[config.mk]
export PLATFORM = sky130hd
export DESIGN_NAME = run_controller_flat
export DESIGN_NICKNAME = d
export VERILOG_FILES = /design/src/rtl/run_controller_pkg.sv /design/src/rtl/run_controller_if.sv /design/src/rtl/run_controller_reset_sync.sv /design/src/rtl/run_controller.sv /design/src/flat_wrapper.sv
export SDC_FILE = /design/constraint.sdc
export NUM_CORES = 1
export LEC_CHECK = 0
export ABC_AREA = 0
export ABC_CLOCK_PERIOD_IN_PS = 1410
export CAP_MARGIN = 20
export CELL_PAD_IN_SITES_DETAIL_PLACEMENT = 2
export CELL_PAD_IN_SITES_GLOBAL_PLACEMENT = 2
export CORE_UTILIZATION = 34
export DETAILED_ROUTE_END_ITERATION = 16
export HOLD_SLACK_MARGIN = 0.12
export PLACE_DENSITY_LB_ADDON = 0.1
export SETUP_SLACK_MARGIN = 0.4
export SKIP_CTS_REPAIR_TIMING = 1
export SYNTH_ARGS = -nofsm -noshare
export SYNTH_HDL_FRONTEND = slang
export SYNTH_HIERARCHICAL = 1
export SYNTH_SLANG_ARGS = --single-unit
[constraint.sdc]
create_clock -name clk -period 1.41 [get_ports clk]
set_input_delay 0.282 -clock clk [delete_from_list [all_inputs] [get_ports clk]]
set_output_delay 0.282 -clock clk [all_outputs]
set_load 0.005 [all_outputs]
[src/rtl/run_controller_pkg.sv]
// Shared types for the processor run controller: FSM states and end-of-run
// status codes.
package run_ctrl_pkg;

  typedef enum logic [1:0] {
    S_IDLE  = 2'd0,
    S_RESET = 2'd1,
    S_RUN   = 2'd2,
    S_DONE  = 2'd3
  } state_t;

  localparam logic [1:0] ST_STEP    = 2'b00;
  localparam logic [1:0] ST_HALT    = 2'b01;
  localparam logic [1:0] ST_TIMEOUT = 2'b10;
  localparam logic [1:0] ST_ABORT   = 2'b11;

endpackage

[src/rtl/run_controller_if.sv]
// Control/status bundle between a run requester (master) and the run
// controller (slave).
interface run_controller_if #(
  parameter int CNT_W  = 16,
  parameter int STEP_W = 8
) ();
  logic              start;
  logic              mode;
  logic [STEP_W-1:0] step_cnt;
  logic              abort;
  logic              halt;
  logic              core_rst;
  logic              core_en;
  logic              busy;
  logic              done;
  logic [1:0]        status;
  logic [CNT_W-1:0]  cycles;

  modport master (
    output start, mode, step_cnt, abort, halt,
    input  core_rst, core_en, busy, done, status, cycles
  );

  modport slave (
    input  start, mode, step_cnt, abort, halt,
    output core_rst, core_en, busy, done, status, cycles
  );
endinterface

[src/rtl/run_controller_reset_sync.sv]
// Active-low reset synchronizer: asserts asynchronously, releases after two
// clock edges so downstream flops never see a release near the clock edge.
module reset_sync (
  input  logic clk,
  input  logic arst_n,
  output logic rst_n
);
  logic meta;

  always_ff @(posedge clk or negedge arst_n) begin
    if (!arst_n) begin
      meta  <= 1'b0;
      rst_n <= 1'b0;
    end else begin
      meta  <= 1'b1;
      rst_n <= meta;
    end
  end
endmodule

[src/rtl/run_controller.sv]
// Sequences processor reset and execution: reset hold, enabled run with
// watchdog, halt/abort/step termination and an enabled-cycle counter.
module run_controller
  import run_ctrl_pkg::*;
#(
  parameter int RST_CYCLES = 2,
  parameter int CNT_W      = 16,
  parameter int MAX_CYCLES = 80,
  parameter int STEP_W     = 8
) (
  input logic             clk,
  input logic             reset,
  run_controller_if.slave bus
);

  localparam logic [7:0] HOLD_INIT = 8'(RST_CYCLES - 1);

  logic              rst_n;
  state_t            state;
  logic [7:0]        hold;
  logic              step_mode;
  logic [STEP_W-1:0] step_lat;
  logic              core_rst_q;
  logic              core_en_q;
  logic              busy_q;
  logic              done_q;
  logic [1:0]        status_q;
  logic [CNT_W-1:0]  cycles_q;

  reset_sync u_rsync (
    .clk    (clk),
    .arst_n (reset),
    .rst_n  (rst_n)
  );

  // One extra bit so the compare against the budget still works once the
  // counter has saturated.
  logic [CNT_W:0]   cnt_nxt;
  logic [CNT_W:0]   step_ext;
  logic [CNT_W-1:0] cyc_inc;
  logic             hit_max;
  logic             hit_step;
  logic             run_exit;
  logic [1:0]       exit_code;

  assign cnt_nxt  = {1'b0, cycles_q} + (CNT_W+1)'(1);
  assign step_ext = (CNT_W+1)'(step_lat);
  assign cyc_inc  = cnt_nxt[CNT_W] ? cycles_q : cnt_nxt[CNT_W-1:0];
  assign hit_max  = (MAX_CYCLES != 0) && (cnt_nxt == (CNT_W+1)'(MAX_CYCLES));
  assign hit_step = step_mode && (cnt_nxt == step_ext);

  always_comb begin
    run_exit  = 1'b1;
    exit_code = ST_ABORT;
    if (bus.abort)      exit_code = ST_ABORT;
    else if (bus.halt)  exit_code = ST_HALT;
    else if (hit_max)   exit_code = ST_TIMEOUT;
    else if (hit_step)  exit_code = ST_STEP;
    else                run_exit  = 1'b0;
  end

  always_ff @(posedge clk or negedge rst_n) begin
    if (!rst_n) begin
      state      <= S_IDLE;
      hold       <= '0;
      step_mode  <= 1'b0;
      step_lat   <= '0;
      core_rst_q <= 1'b1;
      core_en_q  <= 1'b0;
      busy_q     <= 1'b0;
      done_q     <= 1'b0;
      status_q   <= ST_STEP;
      cycles_q   <= '0;
    end else begin
      done_q <= 1'b0;
      case (state)
        S_IDLE, S_DONE: begin
          if (bus.start) begin
            state      <= S_RESET;
            hold       <= HOLD_INIT;
            step_mode  <= bus.mode;
            step_lat   <= (bus.step_cnt == '0) ? STEP_W'(1) : bus.step_cnt;
            core_rst_q <= 1'b1;
            core_en_q  <= 1'b0;
            busy_q     <= 1'b1;
            cycles_q   <= '0;
          end
        end
        S_RESET: begin
          if (bus.abort) begin
            state      <= S_DONE;
            core_rst_q <= 1'b0;
            busy_q     <= 1'b0;
            done_q     <= 1'b1;
            status_q   <= ST_ABORT;
          end else if (hold == 8'd0) begin
            state      <= S_RUN;
            core_rst_q <= 1'b0;
            core_en_q  <= 1'b1;
          end else begin
            hold <= hold - 8'd1;
          end
        end
        S_RUN: begin
          // The cycle that triggers the exit was enabled, so it is counted.
          cycles_q <= cyc_inc;
          if (run_exit) begin
            state     <= S_DONE;
            core_en_q <= 1'b0;
            busy_q    <= 1'b0;
            done_q    <= 1'b1;
            status_q  <= exit_code;
          end
        end
        default: state <= S_IDLE;
      endcase
    end
  end

  assign bus.core_rst = core_rst_q;
  assign bus.core_en  = core_en_q;
  assign bus.busy     = busy_q;
  assign bus.done     = done_q;
  assign bus.status   = status_q;
  assign bus.cycles   = cycles_q;

endmodule

[src/flat_wrapper.sv]
// flat-port wrapper written by rule: the top's interface ports become plain ports
module run_controller_flat import run_ctrl_pkg::*;
#(
  parameter int RST_CYCLES = 2,
  parameter int CNT_W      = 16,
  parameter int MAX_CYCLES = 80,
  parameter int STEP_W     = 8
)
  (clk, reset, bus_start, bus_mode, bus_step_cnt, bus_abort, bus_halt, bus_core_rst, bus_core_en, bus_busy, bus_done, bus_status, bus_cycles);
  run_controller_if #(.CNT_W(CNT_W), .STEP_W(STEP_W)) bus_i ();
  input logic clk;
  input logic reset;
  input wire logic [$bits(bus_i.start)-1:0] bus_start;
  input wire logic [$bits(bus_i.mode)-1:0] bus_mode;
  input wire logic [$bits(bus_i.step_cnt)-1:0] bus_step_cnt;
  input wire logic [$bits(bus_i.abort)-1:0] bus_abort;
  input wire logic [$bits(bus_i.halt)-1:0] bus_halt;
  output wire logic [$bits(bus_i.core_rst)-1:0] bus_core_rst;
  output wire logic [$bits(bus_i.core_en)-1:0] bus_core_en;
  output wire logic [$bits(bus_i.busy)-1:0] bus_busy;
  output wire logic [$bits(bus_i.done)-1:0] bus_done;
  output wire logic [$bits(bus_i.status)-1:0] bus_status;
  output wire logic [$bits(bus_i.cycles)-1:0] bus_cycles;
  assign bus_i.start = bus_start;
  assign bus_i.mode = bus_mode;
  assign bus_i.step_cnt = bus_step_cnt;
  assign bus_i.abort = bus_abort;
  assign bus_i.halt = bus_halt;
  assign bus_core_rst = bus_i.core_rst;
  assign bus_core_en = bus_i.core_en;
  assign bus_busy = bus_i.busy;
  assign bus_done = bus_i.done;
  assign bus_status = bus_i.status;
  assign bus_cycles = bus_i.cycles;
  run_controller #(.RST_CYCLES(RST_CYCLES), .CNT_W(CNT_W), .MAX_CYCLES(MAX_CYCLES), .STEP_W(STEP_W)) u_core (.clk(clk), .reset(reset), .bus(bus_i));
endmodule
==> results summary, run 1 <==
The number of antenna violations at the first check in global routing was 0. The clock net sink count came out at 43. The number of enable-type register cells in the synthesized netlist is 0. The halt point of the flow is global routing. Entering global routing, the biggest net connects 42 pins. The vertical die dimension is 91.8 um.

The first error in the log reads "[ERROR DPL-0033] detailed placement checks failed during check placement". The number of placed I/O pins is 36. The sequential-to-total area share from yosys stat came out at 0.393. The root buffer cell chosen for the clock tree is sky130_fd_sc_hd__clkbuf_8. The clock tree buffer depth is 2.

The fraction of registers with async set/reset came out at 1.00. The congestion estimate from routability-driven global placement came to 0.829. The deepest level of the CTS H-tree came out at 2. The count of unique library cells instantiated by Yosys is 61.

A synthesized cell averages 9.14 um^2. The starting utilization of the core area came out at 0.353. The quantity of I/O buffers inserted on ports came out at 35. The synthesized design contains 43 register bits. The cell area that synthesis handed to floorplanning was 2740 um^2.

The number of buffers created by CTS came out at 5. The Yosys warning count came out at 6. The post-synth net total came out at 320. In this run the horizontal extent of the chip is 91.8 um. The worst endpoint from the post-global-route timing repair is u_core/bus.busy$_DFFE_PN0P_/D. The flow did not finish. The most used flip-flop cell after synthesis is sky130_fd_sc_hd__dfrtp_1. After the last repair the worst path ends at a register input. The placed wire-length estimate after detailed placement is 8510 um. The site row count came out at 32. The count of mapped cells out of synthesis is 300.
-- synth_stat cells, types with 5 or more instances --
library cell,instances,share of area
sky130_fd_sc_hd__nor3_1,10,0.018
sky130_fd_sc_hd__o31ai_1,7,0.019
sky130_fd_sc_hd__nor4_1,6,0.014
sky130_fd_sc_hd__and2_1,5,0.011
sky130_fd_sc_hd__nand2_1,28,0.038
sky130_fd_sc_hd__ha_1,6,0.027
sky130_fd_sc_hd__nor2_1,19,0.026
sky130_fd_sc_hd__o21ai_0,33,0.060
sky130_fd_sc_hd__clkbuf_1,9,0.012
sky130_fd_sc_hd__nor2b_1,5,0.011
sky130_fd_sc_hd__a21oi_1,9,0.016
sky130_fd_sc_hd__nand2b_1,10,0.023
sky130_fd_sc_hd__nand3_1,9,0.016
sky130_fd_sc_hd__dfrtp_1,42,0.38
sky130_fd_sc_hd__o21a_1,5,0.014
sky130_fd_sc_hd__mux2_2,10,0.041
sky130_fd_sc_hd__or3_1,5,0.011
sky130_fd_sc_hd__a22o_1,6,0.019
sky130_fd_sc_hd__inv_1,8,0.011
-- kinds of logic after synthesis --
| logic type | after synthesis | synth area share |
|---|---|---|
| xor+xnor | 11 | 0.0502 |
| compound gates | 88 | 0.211 |
| buf+inv | 24 | 0.0397 |
| other cells | 1 | 0.00137 |
| simple gates | 115 | 0.229 |
| mux | 12 | 0.0484 |
| flops | 43 | 0.393 |
| fa+ha+maj | 6 | 0.0274 |
-- metrics by stage --
step	worst slack, ps	utilization	cell area [um^2]	instances	TNS [ps]
3_3_place_gp	-866	0.514	3990	514	-22140
4_1_cts	-1060	0.529	4110	522	-33150
2_1_floorplan	-890	-	2920	300	-17530
3_5_place_dp	-987	0.514	3990	514	-25930
==> run 2: changes to the inputs <==
CELL_PAD_IN_SITES_DETAIL_PLACEMENT = unset   (was 2)
CELL_PAD_IN_SITES_GLOBAL_PLACEMENT = unset   (was 2)
CORE_UTILIZATION = 20   (was 34)
HOLD_SLACK_MARGIN = unset   (was 0.12)
PLACE_DENSITY_LB_ADDON = 0.15   (was 0.1)
SETUP_SLACK_MARGIN = unset   (was 0.4)
==> run 2 against run 1 <==
  * Synthesized area did not move
  * The flow now finishes, with violations (negative setup slack)
  * Synthesized cell count is the same
==> results summary, run 2 <==
The first routing iteration left 91 violations. The top cell type's share of synthesized area is 0.383. The number of antenna violations at the first check in global routing came out at 0. The class of the tightest hold or removal check is in2async. The vertical die dimension is 119 um.

The final-report max-slew violation count came out at 0. After synthesis, the share of flip-flops with an asynchronous set or reset is 1.00. The post-synth net total came out at 320.

The design draws 8.64 mW. Setup repair after global routing could not meet its margin everywhere. The number of cells on the worst reg-to-reg path is 8. The clock net sink count came out at 43. The leakage component of the power is 2.45 nW. The timing-limited maximum frequency came out at 427 MHz. In this run the count of I/O pins placed on the die edge is 36. The total wire length after detailed routing is 9440 um. TritonCTS built the clock tree. VDD sags by at most 0.694 mV. The placed wire-length estimate after detailed placement came out at 6440 um. The worst clock skew came out at 13.3 ps.

The detailed-routing iteration count for the pre-antenna-repair pass came out at 4. The cell count after synthesis came out at 300. The register with the most flip-flops in the layout has 16 of them. STA classifies the critical path startpoint as a flip-flop. The clock power share is 0.140. The final worst-path cycle share is 1.66. The largest area contributor in the synthesized netlist is sky130_fd_sc_hd__dfrtp_1.

The minimum setup slack after placement came out at -902 ps. The count of unique library cells instantiated by Yosys is 61. Counting the buffers created by CTS gives 5. The Yosys warning count came out at 6. The antenna diode instance count came out at 0.

The critical path data required time is 1580 ps. Input and output buffers added on the ports amount to 35. Dividing the synthesized area by the synthesized cell count gives 9.14 um^2.

In the final timing run, aggregate negative setup slack is -20170 ps. The first global-routing pass estimated 13800 um of wire. The combinational share of power is 0.643. The initial utilization of the core area, before any placement, comes to 0.206. The endpoint kind of the worst setup timing path is a flip-flop. The library cell used most frequently in the layout, excluding fill and tap cells, is sky130_fd_sc_hd__buf_4.

The post-route core utilization came out at 0.387. The deepest level of the CTS H-tree is 2. The remaining number of nets flagged by the antenna check after routing came out at 0. The per-cell routed wire length came out at 14.7 um. The critical path data arrival time is 2510 ps.

The biggest fanout along the worst timing path came out at 6. The netlist area before placement came out at 2740 um^2. In this run the standard cell core region covers 13300 um^2.

The via count of the first global-routing pass came out at 2669. The clock slew seen by the registers of the worst setup and hold paths is 70 ps. The checks that failed: negative setup slack. sky130_fd_sc_hd__dfrtp_1 is the most common cell in the netlist. The via-per-instance ratio is 4.56. After layout, the worst setup slack is -932 ps. Of the total power, the share spent switching nets is 0.374. The number of fill cells in the layout is 1347. The clock reaches the later pin of the worst-skew pair after 290 ps.

The share of total power dissipated in sequential elements is 0.216. The share of final-layout standard cells stronger than drive strength 1 is 0.511. The number of enable-type register cells in the synthesized netlist is 0. The pin count of the biggest net entering global routing came out at 42. The count of endpoints failing hold in the final timing report came out at 0. The total global routing track utilization is 0.124.

For this run, the post-layout net count is 485. In the synthesized netlist the dominant register cell turns out to be sky130_fd_sc_hd__dfrtp_1. The area of all placed cells without fillers came out at 5150 um^2. The clock tree buffer depth came out at 2. The leftover overflow at the end of global routing came out at 0. The net switching power of the design is 3.23 mW. The via count of the routed design is 2925. Setup violations remaining at the end of the flow were counted as 43.

The full die area came out at 14200 um^2. The final routed DRC violation total is 0. The max-capacitance violation count is 0. By startpoint and endpoint, the worst setup path is classified as reg2reg. In this run the horizontal extent of the chip is 119 um. Relative to the synthesized area, the layout overhead comes to 87.8%. After synthesis, the most frequently instantiated cells are sky130_fd_sc_hd__dfrtp_1, sky130_fd_sc_hd__o21ai_0, sky130_fd_sc_hd__nand2_1. The synthesis-stage register bit count came out at 43. The sequential-to-total area share from yosys stat came out at 0.393. The routability congestion estimate from global placement is 0.766.

The run finished, with violations left. Sorting the synthesized cells by area gives the leading types as sky130_fd_sc_hd__dfrtp_1, sky130_fd_sc_hd__o21ai_0, sky130_fd_sc_hd__mux2_2. The power density of the placed cells is 1680 nW/um^2.

The time the worst path needs with I/O delays and setup is 2340 ps. In this run the clock root is driven by a sky130_fd_sc_hd__clkbuf_16. The total internal power came out at 5.41 mW. The floorplan has 42 rows. In the layout the commonest cells are sky130_fd_sc_hd__buf_4, sky130_fd_sc_hd__dfrtp_1, sky130_fd_sc_hd__buf_6. The area of placed instances came out at 4080 um^2.
-- run 2: cell counts after synthesis --
Identical to the previous run, type by type.
-- run 2: final cells by class --
type | instances | area, um^2 | share of cell area
clock buffer | 7 | 143 | 0.0277
clock inverter | 1 | 5.00 | 0.000972
inverter | 8 | 35.0 | 0.00680
multi-input combinational | 233 | 2050 | 0.398
sequential | 43 | 1090 | 0.211
tap | 176 | 220 | 0.0428
timing repair buffer | 174 | 1610 | 0.313
-- run 2: cells by family after synthesis --
kind of cell / Yosys count / share of synthesized area
AO/OA/AOI/OAI: 88 / 0.211
XOR/XNOR: 11 / 0.0502
adder cells (fa/ha/maj): 6 / 0.0274
buffers and inverters: 24 / 0.0397
flip-flops: 43 / 0.393
multiplexers: 12 / 0.0484
other: 1 / 0.00137
AND/OR/NAND/NOR: 115 / 0.229
-- run 2: path summary, 6_finish.rpt --
| path | slack [ps] | endpoint | start |
|---|---|---|---|
| worst max-delay path | -930 | u_core/bus.busy | u_core/bus.cycles[0] |
| worst min-delay path | 160 | u_core/u_rsync/meta | reset |
| worst max register to register | -930 | u_core/bus.busy | u_core/bus.cycles[0] |
| worst min register to register | 210 | u_core/bus.status[1] | u_core/u_rsync/rst_n |
| max in group asynchronous | 870 | u_core/bus.core_rst | u_core/u_rsync/rst_n |
| min in group clk | 350 | u_core/u_rsync/rst_n | u_core/u_rsync/meta |
-- run 2: per-stage QoR --
step	cells	hold WS (ps)
floorplan	300	-13.6
finish	642	159
global placement	595	254
CTS	603	151
global route	642	160
detailed placement	595	257
-- run 2: power by group through the flow --
| stage | logic (mW) | clock network (mW) | registers (mW) |
|---|---|---|---|
| floorplan | 2.16 | 0 | 1.89 |
| global placement | 3.98 | 0 | 1.87 |
| detailed placement | 4.01 | 0 | 1.87 |
| CTS | 4.02 | 1.26 | 1.85 |
| global route | 6.01 | 1.31 | 1.91 |
| finish | 5.56 | 1.21 | 1.87 |
-- run 2: critical path, stage by stage (launching register included) --
cell	delay (ps)
sky130_fd_sc_hd__dfrtp_2	410
sky130_fd_sc_hd__buf_4	130
sky130_fd_sc_hd__nand3_4	60
sky130_fd_sc_hd__or2_1	230
sky130_fd_sc_hd__o31a_1	250
sky130_fd_sc_hd__or4_4	570
sky130_fd_sc_hd__nor2_8	180
sky130_fd_sc_hd__a21oi_4	80
sky130_fd_sc_hd__o32a_1	290
-- run 2: layer usage --
metal  global-route usage  vias up  part of all wire
met1                0.169     1441              0.48
met4               0.0332        0            0.0094
met5                    0        -                 0
li1                     -     1434                 -
met3               0.0192        7             0.021
met2                0.201       43              0.49
(Power assumes the default switching activity.)
==> run 3: changes to the inputs <==
CELL_PAD_IN_SITES_DETAIL_PLACEMENT = 2   (was unset)
CELL_PAD_IN_SITES_GLOBAL_PLACEMENT = 2   (was unset)
==> run 3 against run 2 <==
  * Worst hold slack lost 22 ps
  * Worst setup slack improved by 23 ps
  * Final cell count down 2.8%
  * Critical path type unchanged
  * Critical endpoint unchanged
  * Count of clock-buffer cells in the layout decreased by 1
  * Register-to-register slack better by 20 ps
  * The flow still finishes with violations (negative setup slack)
  * Combinational power is 7.7% lower
  * First-iteration DRC count shrank 42%
  * Total power fell by 2.3%
  * Clock power rose by 19%
  * Non-clock buffer count is 18 lower
  * Cell area fell by 7.0%
  * Sequential cell count unchanged
==> results summary, run 3 (synthesis gave the netlist of run 2 again) <==
The met2 routing resource usage after global routing is 0.258. In the final layout, the share of cells above drive strength 1 is 0.460. The vertical die dimension came out at 119 um. The leading cell type in the layout, fill and taps excluded is sky130_fd_sc_hd__buf_4.

For this block, the via count after detailed routing is 2858. The count of final setup violators is 39. The endpoint kind of the worst setup timing path is a flip-flop. The cell sitting at the root of the clock tree is a sky130_fd_sc_hd__clkbuf_16.

The detailed-routing iteration count for the pre-antenna-repair pass came out at 4. The clock tree buffer depth is 2. For this run the aggregate overflow at the end of global routing stands at 0. TritonCTS built the clock tree. Derived from the worst setup path, the maximum achievable clock frequency is 431 MHz. Buffers placed on the I/O ports in this run total 35. The worst clock skew came out at 4.21 ps. The antenna diode instance count is 0. The starting utilization of the core area is 0.206. The run finished, with violations left.

The worst setup path is launched from a flip-flop. The number of antenna violations at the first check in global routing came out at 0. In the final routed layout, each cell accounts on average for 17.1 um. The site row count is 42. The worst path in the final design needs a cycle of 2320 ps, including I/O delays and setup. The final-report max-slew violation count was 0. The total wire length after detailed routing came out at 10700 um. Leaving out fill and tap cells, the most frequent cells in the layout are sky130_fd_sc_hd__buf_4, sky130_fd_sc_hd__dfrtp_1, sky130_fd_sc_hd__o21ai_0. The critical path data arrival time is 2510 ps. The count of endpoints failing hold in the final timing report came out at 0. The sum of negative setup slack is -21150 ps. The global-route met1 utilization came out at 0.188. Routability-driven placement finished with a final weighted congestion of 0.844.

The leakage component of the power came out at 2.27 nW. The min-delay analysis places its worst path in the category in2async. During I/O placement, the number of pins put on the boundary was 36.

The worst-case setup margin in the final layout is -909 ps. The number of cells traversed by the worst register-to-register path is 8. In the final layout, the multi-input gates occupy 1870 um^2. The placed wire-length estimate after detailed placement is 7770 um.

Setup repair after global routing could not meet its margin everywhere. The launch instance of the worst register-to-register path is u_core/bus.cycles[1]. The flip-flop and latch area is 1090 um^2. The detailed router finished its first iteration with 53 violations.

The clock latency on the worst-skew pair came out at 300 ps. In the routed design, unresolved DRC markers number 0. The clock slew seen by the registers of the worst setup and hold paths came out at 70 ps. Max-cap violations in this run came to 0.

The deepest level of the CTS H-tree came out at 2. Dividing total power by cell area gives a power density of 1760 nW/um^2. Excluding fillers, the count of instances in the completed layout stands at 624. The worst slack on hold paths is 137 ps.

The cell count after placement came out at 591. The total global routing track utilization came out at 0.151. The number of buffers created by CTS came out at 5. The class of the most critical setup path is reg2reg. CTS saw 43 sinks. The maximum VDD drop came out at 0.678 mV. The via count of the first global-routing pass is 3083.

Fill cells in the final layout number 1444. The final net count came out at 467. The setup slack on the worst flop-to-flop path came out at -910 ps.

The final worst-path cycle share came out at 1.64. The checks that failed: negative setup slack. The flip-flop count of the largest register, all copies and words added is 16. The pin count of the biggest net entering global routing came out at 24. The signed area change from the synthesized netlist to the final layout came out at 74.7%. Measured on the finished design, the core utilization comes to 0.360. The region available for standard cell placement spans 13300 um^2.

For this run, global-route usage on met3 was measured as 0.0359. The busiest metal layer after global routing is met2. The biggest fanout along the worst timing path is 6. At the worst endpoint, the required time is 1600 ps. The horizontal die dimension came out at 119 um. In the routed layout, each cell is associated on average with a via count of 4.58. The remaining number of nets flagged by the antenna check after routing is 0. In this run the critical register-to-register path is captured at u_core/bus.busy. The full die area came out at 14200 um^2. The wire length of the first global-routing pass is 16500 um.
## run 3: changes by cell type in the layout (fill, tap and decap cells not counted), moves of 6 or more
cell,delta
sky130_fd_sc_hd__o21ai_0,+16
sky130_fd_sc_hd__o31ai_1,+6
sky130_fd_sc_hd__mux2_2,+8
sky130_fd_sc_hd__buf_4,-8
sky130_fd_sc_hd__o21ai_2,-6
sky130_fd_sc_hd__mux2_4,-8
sky130_fd_sc_hd__o21ai_1,-8
## run 3: routing by layer
metal,part of all wire,routed length (um)
met1,0.44,4740
met4,0.012,124
met3,0.027,289
met2,0.52,5510
met5,0,0
## run 3: where the power goes
part / internal, mW / leakage, nW / total, mW / switching, mW
combinational: 2.75 / 1.64 / 5.13 / 2.39
sequential: 1.58 / 0.535 / 1.87 / 0.285
clock: 0.883 / 0.0868 / 1.44 / 0.555
## run 3: how the worst max path moves through the flow
stage | startpoint | endpoint | depth (start not counted)
2_1_floorplan | u_core/bus.cycles[4] | u_core/bus.busy | 9
6_report | u_core/bus.cycles[1] | u_core/bus.busy | 8
3_5_place_dp | u_core/bus.cycles[0] | u_core/bus.busy | 9
4_1_cts | u_core/bus.cycles[0] | u_core/bus.busy | 9
5_1_grt | u_core/bus.cycles[1] | u_core/bus.busy | 8
3_3_place_gp | u_core/bus.cycles[2] | u_core/bus.busy | 8
## run 3: area by class of cell
class | count | area share
timing repair buffer | 156 | 0.293
tap | 176 | 0.0460
multi-input combinational | 233 | 0.391
clock inverter | 2 | 0.00731
inverter | 8 | 0.00731
clock buffer | 6 | 0.0290
sequential | 43 | 0.227
## run 3: worst max-delay path: stages (launching register included)
cell and delay, ps:
sky130_fd_sc_hd__dfrtp_2 390, sky130_fd_sc_hd__buf_6 130, sky130_fd_sc_hd__nand3_4 90, sky130_fd_sc_hd__or2_4 260, sky130_fd_sc_hd__o31a_1 310, sky130_fd_sc_hd__or4_4 460, sky130_fd_sc_hd__nor2_8 170, sky130_fd_sc_hd__a21oi_2 90
sky130_fd_sc_hd__o32a_1 300
## run 3: through the flow
step           area [um^2]  power [mW]  worst slack (ps)
3_5_place_dp          4040        5.89             -1040
4_1_cts               4210        7.39             -1050
5_1_grt               4790        9.02              -983
6_report              4790        8.44              -909
2_1_floorplan         2850        4.05              -890
3_3_place_gp          4040        5.76              -928
